## src/rtl/qspi_flash_read_controller_pkg.sv

```systemverilog
// rtl/qspi_flash_read_controller_pkg.sv - shared types and constants for the QSPI fast-read controller
package qspi_pkg;

  typedef enum logic [2:0] {
    ST_IDLE,
    ST_CS_SETUP,
    ST_CMD,
    ST_ADDR,
    ST_DUMMY,
    ST_DATA,
    ST_CS_HOLD,
    ST_CS_GAP
  } state_t;

  localparam logic [7:0] CMD_QUAD_OUTPUT_READ = 8'h6B;
  localparam logic [7:0] CMD_READ             = 8'h03;

  localparam int CMD_BITS        = 8;
  localparam int NIBBLES_PER_BYTE = 2;

endpackage

```

## src/rtl/qspi_flash_read_controller_if.sv

```systemverilog
// rtl/qspi_flash_read_controller_if.sv - request/response byte-stream bundle between core and controller
interface qspi_flash_read_controller_if #(
  parameter int ADDR_W = 24,
  parameter int LEN_W  = 8
);
  logic              req_valid;
  logic              req_ready;
  logic [ADDR_W-1:0] req_addr;
  logic [LEN_W-1:0]  req_len_m1;
  logic              resp_valid;
  logic              resp_ready;
  logic [7:0]        resp_data;
  logic              resp_last;

  modport master (
    output req_valid, req_addr, req_len_m1, resp_ready,
    input  req_ready, resp_valid, resp_data, resp_last
  );

  modport slave (
    input  req_valid, req_addr, req_len_m1, resp_ready,
    output req_ready, resp_valid, resp_data, resp_last
  );
endinterface

```

## src/rtl/qspi_flash_read_controller_sclk_gen.sv

```systemverilog
// rtl/qspi_flash_read_controller_sclk_gen.sv - SCLK half-period counter with rise/fall/sample strobes
module qspi_sclk_gen #(
  parameter int HALF_PERIOD = 5
) (
  input  logic clock,
  input  logic reset,
  input  logic run,
  input  logic stall,
  output logic sck,
  output logic rise,
  output logic fall,
  output logic sample
);
  localparam int CNT_W = $clog2(HALF_PERIOD);
  localparam logic [CNT_W-1:0] CNT_MAX = CNT_W'(HALF_PERIOD - 1);

  logic [CNT_W-1:0] cnt;
  logic             half_done;

  assign half_done = (cnt == CNT_MAX);
  // A stall only blocks the rising edge, so SCLK always parks low.
  assign rise   = run && !sck && half_done && !stall;
  assign fall   = run && sck && half_done;
  assign sample = run && sck && half_done;

  always_ff @(posedge clock) begin
    if (reset || !run) begin
      cnt <= '0;
      sck <= 1'b0;
    end else if (rise || fall) begin
      cnt <= '0;
      sck <= !sck;
    end else if (!half_done) begin
      cnt <= cnt + 1'b1;
    end
  end
endmodule

```

## src/rtl/qspi_flash_read_controller.sv

```systemverilog
// rtl/qspi_flash_read_controller.sv - quad-output fast-read (0x6B) sequencer with backpressured byte stream
module qspi_flash_read_controller
  import qspi_pkg::*;
#(
  parameter int HALF_PERIOD    = 5,
  parameter int DUMMY_CYCLES   = 6,
  parameter int ADDR_W         = 24,
  parameter int LEN_W          = 8,
  parameter int CS_IDLE_CYCLES = 4
) (
  input  logic       clock,
  input  logic       reset,
  qspi_flash_read_controller_if.slave bus,
  output logic       busy,
  output logic       qspi_cs,
  output logic       qspi_sck,
  output logic [3:0] qspi_dq_o,
  output logic [3:0] qspi_dq_oe,
  input  logic [3:0] qspi_dq_i
);
  localparam int SH_W    = CMD_BITS + ADDR_W;
  localparam int BIT_CW  = $clog2(CMD_BITS + ADDR_W + DUMMY_CYCLES);
  localparam int WAIT_CW = $clog2(HALF_PERIOD + CS_IDLE_CYCLES + 1);
  localparam logic [BIT_CW-1:0]  CMD_LAST   = BIT_CW'(CMD_BITS - 1);
  localparam logic [BIT_CW-1:0]  ADDR_LAST  = BIT_CW'(ADDR_W - 1);
  localparam logic [BIT_CW-1:0]  DUMMY_LAST = BIT_CW'(DUMMY_CYCLES - 1);
  localparam logic [WAIT_CW-1:0] HOLD_LAST  = WAIT_CW'(HALF_PERIOD - 1);
  localparam logic [WAIT_CW-1:0] GAP_LAST   = WAIT_CW'(CS_IDLE_CYCLES - 1);

  state_t             state;
  logic [SH_W-1:0]    sh;
  logic [BIT_CW-1:0]  bit_cnt;
  logic [WAIT_CW-1:0] wait_cnt;
  logic [LEN_W-1:0]   byte_cnt;
  logic               nib_sel;
  logic [3:0]         hi_nib;
  logic               run, stall, rise, fall, sample, byte_done;

  assign run = (state == ST_CS_SETUP) || (state == ST_CMD) || (state == ST_ADDR) ||
               (state == ST_DUMMY) || (state == ST_DATA);
  // Hold SCLK low before the nibble that would complete a byte while the last one is unconsumed.
  assign stall     = (state == ST_DATA) && nib_sel && bus.resp_valid && !bus.resp_ready;
  assign byte_done = (state == ST_DATA) && sample && nib_sel;

  qspi_sclk_gen #(.HALF_PERIOD(HALF_PERIOD)) u_sclk (
    .clock  (clock),
    .reset  (reset),
    .run    (run),
    .stall  (stall),
    .sck    (qspi_sck),
    .rise   (rise),
    .fall   (fall),
    .sample (sample)
  );

  always_ff @(posedge clock) begin
    if (reset) begin
      state          <= ST_IDLE;
      bus.req_ready  <= 1'b1;
      busy           <= 1'b0;
      qspi_cs        <= 1'b1;
      qspi_dq_o      <= 4'b0000;
      qspi_dq_oe     <= 4'b0000;
      bus.resp_valid <= 1'b0;
      bus.resp_last  <= 1'b0;
      bus.resp_data  <= 8'h00;
      sh             <= '0;
      bit_cnt        <= '0;
      wait_cnt       <= '0;
      byte_cnt       <= '0;
      nib_sel        <= 1'b0;
      hi_nib         <= 4'h0;
    end else begin
      if (byte_done) begin
        bus.resp_valid <= 1'b1;
        bus.resp_data  <= {hi_nib, qspi_dq_i};
        bus.resp_last  <= (byte_cnt == '0);
      end else if (bus.resp_valid && bus.resp_ready) begin
        bus.resp_valid <= 1'b0;
        bus.resp_last  <= 1'b0;
      end

      case (state)
        ST_IDLE: begin
          if (bus.req_valid) begin
            state         <= ST_CS_SETUP;
            bus.req_ready <= 1'b0;
            busy          <= 1'b1;
            qspi_cs       <= 1'b0;
            sh            <= {CMD_QUAD_OUTPUT_READ, bus.req_addr};
            qspi_dq_o     <= {3'b000, CMD_QUAD_OUTPUT_READ[7]};
            qspi_dq_oe    <= 4'b0001;
            byte_cnt      <= bus.req_len_m1;
          end
        end
        ST_CS_SETUP: begin
          if (rise) begin
            state   <= ST_CMD;
            bit_cnt <= '0;
          end
        end
        ST_CMD, ST_ADDR: begin
          if (fall) begin
            sh        <= sh << 1;
            qspi_dq_o <= {3'b000, sh[SH_W-2]};
            bit_cnt   <= bit_cnt + 1'b1;
            if (state == ST_CMD && bit_cnt == CMD_LAST) begin
              state   <= ST_ADDR;
              bit_cnt <= '0;
            end else if (state == ST_ADDR && bit_cnt == ADDR_LAST) begin
              state      <= ST_DUMMY;
              bit_cnt    <= '0;
              qspi_dq_o  <= 4'b0000;
              qspi_dq_oe <= 4'b0000;
            end
          end
        end
        ST_DUMMY: begin
          if (fall) begin
            bit_cnt <= bit_cnt + 1'b1;
            if (bit_cnt == DUMMY_LAST) begin
              state   <= ST_DATA;
              nib_sel <= 1'b0;
            end
          end
        end
        ST_DATA: begin
          if (sample) begin
            if (!nib_sel) begin
              hi_nib  <= qspi_dq_i;
              nib_sel <= 1'b1;
            end else begin
              nib_sel  <= 1'b0;
              byte_cnt <= byte_cnt - 1'b1;
              if (byte_cnt == '0) begin
                state    <= ST_CS_HOLD;
                wait_cnt <= '0;
              end
            end
          end
        end
        ST_CS_HOLD: begin
          wait_cnt <= wait_cnt + 1'b1;
          if (wait_cnt == HOLD_LAST) begin
            state    <= ST_CS_GAP;
            qspi_cs  <= 1'b1;
            wait_cnt <= '0;
          end
        end
        ST_CS_GAP: begin
          wait_cnt <= wait_cnt + 1'b1;
          if (wait_cnt == GAP_LAST) begin
            state         <= ST_IDLE;
            busy          <= 1'b0;
            bus.req_ready <= 1'b1;
          end
        end
        default: state <= ST_IDLE;
      endcase
    end
  end
endmodule
```

## src/flat_wrapper.sv

```systemverilog
// flat-port wrapper written by rule: the top's interface ports become plain ports
module qspi_flash_read_controller_flat import qspi_pkg::*;
#(
  parameter int HALF_PERIOD    = 5,
  parameter int DUMMY_CYCLES   = 6,
  parameter int ADDR_W         = 24,
  parameter int LEN_W          = 8,
  parameter int CS_IDLE_CYCLES = 4
)
  (clock, reset, busy, qspi_cs, qspi_sck, qspi_dq_o, qspi_dq_oe, qspi_dq_i, bus_req_valid, bus_req_addr, bus_req_len_m1, bus_resp_ready, bus_req_ready, bus_resp_valid, bus_resp_data, bus_resp_last);
  qspi_flash_read_controller_if #(.ADDR_W(ADDR_W), .LEN_W(LEN_W)) bus_i ();
  input  logic clock;
  input  logic reset;
  output logic busy;
  output logic qspi_cs;
  output logic qspi_sck;
  output logic [3:0] qspi_dq_o;
  output logic [3:0] qspi_dq_oe;
  input  logic [3:0] qspi_dq_i;
  input wire logic [$bits(bus_i.req_valid)-1:0] bus_req_valid;
  input wire logic [$bits(bus_i.req_addr)-1:0] bus_req_addr;
  input wire logic [$bits(bus_i.req_len_m1)-1:0] bus_req_len_m1;
  input wire logic [$bits(bus_i.resp_ready)-1:0] bus_resp_ready;
  output wire logic [$bits(bus_i.req_ready)-1:0] bus_req_ready;
  output wire logic [$bits(bus_i.resp_valid)-1:0] bus_resp_valid;
  output wire logic [$bits(bus_i.resp_data)-1:0] bus_resp_data;
  output wire logic [$bits(bus_i.resp_last)-1:0] bus_resp_last;
  assign bus_i.req_valid = bus_req_valid;
  assign bus_i.req_addr = bus_req_addr;
  assign bus_i.req_len_m1 = bus_req_len_m1;
  assign bus_i.resp_ready = bus_resp_ready;
  assign bus_req_ready = bus_i.req_ready;
  assign bus_resp_valid = bus_i.resp_valid;
  assign bus_resp_data = bus_i.resp_data;
  assign bus_resp_last = bus_i.resp_last;
  qspi_flash_read_controller #(.HALF_PERIOD(HALF_PERIOD), .DUMMY_CYCLES(DUMMY_CYCLES), .ADDR_W(ADDR_W), .LEN_W(LEN_W), .CS_IDLE_CYCLES(CS_IDLE_CYCLES)) u_core (.clock(clock), .reset(reset), .bus(bus_i), .busy(busy), .qspi_cs(qspi_cs), .qspi_sck(qspi_sck), .qspi_dq_o(qspi_dq_o), .qspi_dq_oe(qspi_dq_oe), .qspi_dq_i(qspi_dq_i));
endmodule
```

## config.mk

```make
export PLATFORM = sky130hd
export DESIGN_NAME = qspi_flash_read_controller_flat
export DESIGN_NICKNAME = d
export VERILOG_FILES = /design/src/rtl/qspi_flash_read_controller_pkg.sv /design/src/rtl/qspi_flash_read_controller_if.sv /design/src/rtl/qspi_flash_read_controller_sclk_gen.sv /design/src/rtl/qspi_flash_read_controller.sv /design/src/flat_wrapper.sv
export SDC_FILE = /design/constraint.sdc
export NUM_CORES = 1
export LEC_CHECK = 0
export ABC_AREA = 1
export BUFFER_PORTS_ARGS = -buffer_cell sky130_fd_sc_hd__buf_2
export CORE_AREA = 4 4 95 187
export DETAILED_ROUTE_END_ITERATION = 10
export DIE_AREA = 0 0 99 191
export SLEW_MARGIN = 0
export SYNTH_ARGS = -nofsm -noshare
export SYNTH_HDL_FRONTEND = slang
export SYNTH_HIERARCHICAL = 1
export SYNTH_SLANG_ARGS = --single-unit
```

## constraint.sdc

```tcl
create_clock -name clock -period 4.1 [get_ports clock]
set_input_delay 0.82 -clock clock [delete_from_list [all_inputs] [get_ports clock]]
set_output_delay 0.82 -clock clock [all_outputs]
set_load 0.05 [all_outputs]
```

Word-level counts from Yosys, hierarchy flattened
Cells that the tools add are included.
Storage, ports and cells
  register bits: 82
  word-level logic and storage cells: 150
Operators by class
  $add $sub $neg: 4
  equal/unequal tests: 26
  mux-type cells: 57
  bitwise logic cells: 1
  reduce and logical (&&, ||, !) cells: 45
Operator list (number)
  two-way mux 31 bit: 2
  one-hot mux 31 bit (2 select lines): 1
  two-way mux 4 bit: 10
  two-way mux 3 bit: 12
  two-way mux 6 bit: 5
  two-way mux 8 bit: 3
  one-hot mux 3 bit (7 select lines): 1
  one-hot mux 6 bit (3 select lines): 1
  one-hot mux 4 bit (2 select lines): 2
  one-hot mux 8 bit (2 select lines): 1
  AND reduction 4 bit: 4
  == test 3 bit, second input constant: 5
  two-way mux 1 bit: 14
  inequality test 2 x 1 -> 1 bit, second input constant: 7
  logical AND 1 bit: 13
  == test 6 x 3 -> 1 bit, second input constant: 2
  one-hot mux 4 bit (3 select lines): 1
  AND reduction 3 bit: 4
  nonzero test 2 bit: 6
  AND reduction 11 bit: 1
  inequality test 2 bit, second input constant: 5
  zero test 8 bit: 1
  one-hot mux 1 bit (2 select lines): 4
  subtractor 8 x 1 -> 8 bit, second input constant: 1
  other kinds (16): 27

Depth between registers and ports, before layout
  word-level depth: 10
  depth in mapped cells: 17

Hierarchy
The synthesis kept the hierarchy.
By module, submodules not included
  qspi_flash_read_controller: instances 1, cells each 531, area an instance 3773.6 sq um
  qspi_sclk_gen: instances 1, cells each 35, area an instance 260.2 sq um

Worst setup path after synthesis
Ideal clock, no wire load.
  kind: input-to-reg
  from: input port bus_resp_ready
  to: register u_core.bit_cnt[0]
  setup time: 0.116 ns
  data arrival time: 1.928 ns
  setup slack: 2.056 ns
  cell stages on the path: 12
  path through: inv_1 > nand2_1 > nor3_1 > nor2_1 > nand2_2 > inv_1 > nor3_2 > a21oi_2 > nand2_2 > buf_6 > xor2_1 > nor2_1
Between the ends
  word-level cells in the longest chain between the ends: 6
RTL lines
  from (decl): RTL line flat_wrapper.sv:23  | input wire logic [$bits(bus_i.resp_ready)-1:0] bus_resp_ready;
  zero test 1 bit: RTL line qspi_flash_read_controller.sv:42  | assign stall = (state == ST_DATA) && nib_sel && bus.resp_valid && !bus.resp_ready;
  logical AND 1 bit: RTL line qspi_flash_read_controller.sv:42
  via u_core.stall: RTL line qspi_flash_read_controller.sv:37  | logic run, stall, rise, fall, sample, byte_done;
  zero test 1 bit: RTL line qspi_flash_read_controller_sclk_gen.sv:22  | assign rise = run && !sck && half_done && !stall;
  logical AND 1 bit: RTL line qspi_flash_read_controller_sclk_gen.sv:22
  via u_core.rise: RTL line qspi_flash_read_controller.sv:37
  inequality test 2 bit (no source line)
  AND reduction 4 bit (no source line)
  to (signal assigned): RTL line qspi_flash_read_controller.sv:106  | bit_cnt <= bit_cnt + 1'b1;
  to (signal assigned): RTL line qspi_flash_read_controller.sv:120  | bit_cnt <= bit_cnt + 1'b1;
  to (decl): RTL line qspi_flash_read_controller.sv:32  | logic [BIT_CW-1:0] bit_cnt;
The timed path passes the listed nets, and every way through them passes these cells.
A chain may end at the register's enable or synchronous reset.

Worst setup path after layout
  from: register u_core.state[2]
  to: register u_core.sh[2]
Between the ends
  word-level cells in the longest chain between the ends: 9
  elaborated cells on any way between the ends: 18
  classes of those cells: eq/ne (7); mux (1); reduce/logical (10)
RTL lines
  from (decl): RTL line qspi_flash_read_controller.sv:30  | state_t state;
  from (signal assigned): RTL line qspi_flash_read_controller.sv:58  | state <= ST_IDLE;
  from (signal assigned): RTL line qspi_flash_read_controller.sv:86  | state <= ST_CS_SETUP;
  from (signal assigned): RTL line qspi_flash_read_controller.sv:98  | state <= ST_CMD;
  == test 3 x 1 -> 1 bit or == test 3 x 2 -> 1 bit (tied branches): RTL line qspi_flash_read_controller.sv:39  | assign run = (state == ST_CS_SETUP) || (state == ST_CMD) || (state == ST_ADDR) ||
  logical OR 1 bit (3 in a row): RTL line qspi_flash_read_controller.sv:39
  logical OR 1 bit *: RTL line qspi_flash_read_controller.sv:40  | (state == ST_DUMMY) || (state == ST_DATA);
  via u_core.run: RTL line qspi_flash_read_controller.sv:37
  logical AND 1 bit * (2 in a row): RTL line qspi_flash_read_controller_sclk_gen.sv:23  | assign fall = run && sck && half_done;
  via u_core.fall: RTL line qspi_flash_read_controller.sv:37
  inequality test 2 x 1 -> 1 bit (no source line) *
  AND reduction 3 bit (no source line) *
  to (signal assigned): RTL line qspi_flash_read_controller.sv:90  | sh <= {CMD_QUAD_OUTPUT_READ, bus.req_addr};
  to (signal assigned): RTL line qspi_flash_read_controller.sv:104  | sh <= sh << 1;
  to (decl): RTL line qspi_flash_read_controller.sv:31  | logic [SH_W-1:0] sh;
The timed path passes the listed nets; every way through them passes the cells marked *.

==> impl_results.md <==
* Status: finished, final reports clean
* # resized after CTS at 0
* Ys flop type: dfxtp_1
* Synth cell types at 40
* Commonest non-fill, non-tap cell in the layout: nand2_1
* Clk_lat worst skew at 0.34 ns
* Slew @ Worst Pin at 0.795 ns
* Gpl congestion at 0.834
* Worst-path clk slew at 0.06 ns
* Initial Util at 0.248
* Routed vias/inst at 4.47
* Detailed Route WL at 10200 um
* Final HPWL DP at 7650 um
* Maxcap violations at 0
* Min-Delay Endpoint: u_core/sh[28]
* Worst Path Arrival at 3.03 ns
* Synth top area cells: dfxtp_1, nand2_1, nor2_1
* Final Core Density at 0.289
* Clock Skew at 0.00612 ns
* Htree depth at 3
* Io pins at 62
* Startpoint Class: flop
* Filler instances at 1791
* Final ANT Viol Nets at 0
* Rel. slew slack at 0.470
* Clock Path Buffers at 2
* Pleak at 2.04 nW
* Post-synth EDFFs at 0
* Cells after synthesis at 566
* Synth top area share at 0.377
* Area of the multi-input gates at 2120 um2
* Mapped Area at 4030 um2
* Cell Rows at 66
* Final hold viol count at 0
* Ant diodes at 0
* Worst path top cell family by delay: simple AND/OR/NAND/NOR gates
* CP bufs+invs at 2
* Congestion Overflow GR at 0
* Drt first-iter violations at 186
* Worst r2r path cells at 11
* Crit path largest cell delay at 0.60 ns
* Vias at 3651
* Dpl ws at 1.33 ns
* Final setup violation count at 0
* Final hold slack at 0.462 ns
* RSZ-0062 raised after global routing: no
* Min cycle time layout at 2.77 ns
* Fmax at 0.361 GHz
* R2R Path End: u_core/sh[2]
* Share of cells above drive strength 1 at 0.212
* Core Region at 16300 um2
* Fin crit share at 0.675
* Most frequent cells in the layout: nand2_1, nor2_1, dfxtp_1, a21oi_1, buf_2
* VDD IR-drop max at 0.289 mV
* Clock root buffer: clkbuf_16
* WP data required at 4.37 ns
* Total CTS buffers at 9
* R2R setup slack at 1.33 ns
* Setup Buffers After CTS at 0
* Synth-to-layout area growth at 16.6%
* Reg area at 1520 um2
* # port buffers at 55
* Final setup TNS at 0 ns
* DRC Markers at 0
* Die W at 99 um
* Synth area leader: dfxtp_1
* Crit. End Element: flop
* Slew Viols, Final at 0
* Crit Path Max Fanout at 41
* Per-cell routed wire length at 12.5 um
* Crit-path slowest cell: dfxtp_1
* Hold path startpoint: u_core/sh[28]
* Nets at 656
* Worst setup margin at 1.33 ns
* Total Power at 3.17 mW
* First-pass GRT wire length at 17100 um
* # hold bufs at CTS at 0
* Synth Warn # at 6
* Hold Crit Depth at 2
* Vias in the first global route at 3600
* Largest net degree at the start of global routing at 45
* CTS tree: yes
* Die Y at 191 um
* PwrDens at 673 nW/um2
* Die area at 18900 um2
* GRT Total Usage at 0.112
* Synthesized area per cell at 7.13 um2
* Async S/R FF share, synth at 0
* Pre-Repair DR Iteration Count at 4
* Critical R2R Launch: u_core/state[2]
* Worst Hold Class: reg2reg
* Crit path cell chain: nand3_4, nand2_1, nand2_1, nor2_4, inv_1, nand2_2, nand4_2, buf_4, a21oi_1, a21oi_1, nor2_1
* #FFs+latches synth at 76
* Initial antenna violation count at 0
* Post-synthesis sequential area ratio at 0.377
* Clock sinks at 76
* Critical path class: reg2reg
## area by class of cell
class	instances	area share
well taps	204	0.0543
multi-input cells	422	0.450
clock inverters	7	0.0263
flip-flops and latches	76	0.323
repair buffers	57	0.0617
clock buffers	9	0.0479
inverters	42	0.0362
## metal layers
layer / track usage / up-vias / wire (um)
li1: - / 1909 / -
met1: 0.113 / 1654 / 3910
met2: 0.217 / 68 / 5660
met3: 0.0248 / 20 / 381
met4: 0.0479 / 0 / 272
met5: 0 / - / 0
## power breakdown
part,switching [mW],total [mW],internal (mW)
clock,0.335,0.934,0.599
sequential,0.128,1.04,0.912
combinational,0.825,1.19,0.369
total,1.29,3.17,1.88
## cells in the mapped netlist, types with 2 or more instances
cell type	n
inv_1	32
nor2_4	3
o21ai_0	34
buf_6	11
nand3_1	16
buf_2	2
nand3b_1	3
ha_1	8
o21ai_1	8
clkbuf_1	7
buf_4	11
o211ai_1	2
nand4_1	5
a21oi_2	16
nand2_1	118
a21oi_1	62
nor2_2	10
dfxtp_1	76
o21ai_2	2
a31oi_1	2
nor3_1	3
nor2_1	97
xor2_1	6
inv_2	7
nand2_2	6
inv_6	2
nand3_2	4
## worst min-delay path, cell delays in order, from the launching register on
cell and delay, ns:
dfxtp_1 0.31, nand2_1 0.06, a21oi_1 0.05
## registers in the layout, indices dropped and copies added, names as in the netlist, 3 cells and up
name / flops
u_core/u_sclk/cnt: 3
u_core/state: 3
u_core/byte_cnt: 8
u_core/bit_cnt: 6
u_core/hi_nib: 4
u_core/sh: 31
u_core/wait_cnt: 4
u_core/bus.resp_data: 8
## per-stage QoR
step / cells / cell area, um2
after floorplan: 571 / 4050
after global placement: 801 / 4360
after detailed placement: 801 / 4360
after CTS: 817 / 4700
after global routing: 817 / 4700
final: 817 / 4700
## cell families (layout without fill, tap and decap cells)
group	count (synthesis)	in the layout	synth area share
other	1	6	0.000930
DFF	76	76	0.377
AOI/OAI and AO/OA	129	129	0.180
and+or+nand+nor	273	273	0.301
buffers and inverters	73	115	0.102
xor gates and xnor gates	6	6	0.0130
adders and majority gates	8	8	0.0248
## worst max-delay path by stage
| stage | start | to | slack, ns | cells past startpoint |
|---|---|---|---|---|
| 3_5_place_dp | u_core/state[2] | u_core/sh[9] | 1.33 | 10 |
| 2_1_floorplan | bus_resp_ready | u_core/bit_cnt[0] | 2.06 | 12 |
| 5_1_grt | u_core/state[2] | u_core/sh[1] | 1.07 | 10 |
| 4_1_cts | u_core/state[0] | u_core/sh[2] | 1.32 | 11 |
| 3_3_place_gp | u_core/state[2] | u_core/sh[8] | 1.39 | 11 |
| 6_report | u_core/state[2] | u_core/sh[2] | 1.33 | 11 |
No activity file was read; power rests on OpenSTA's default activity.
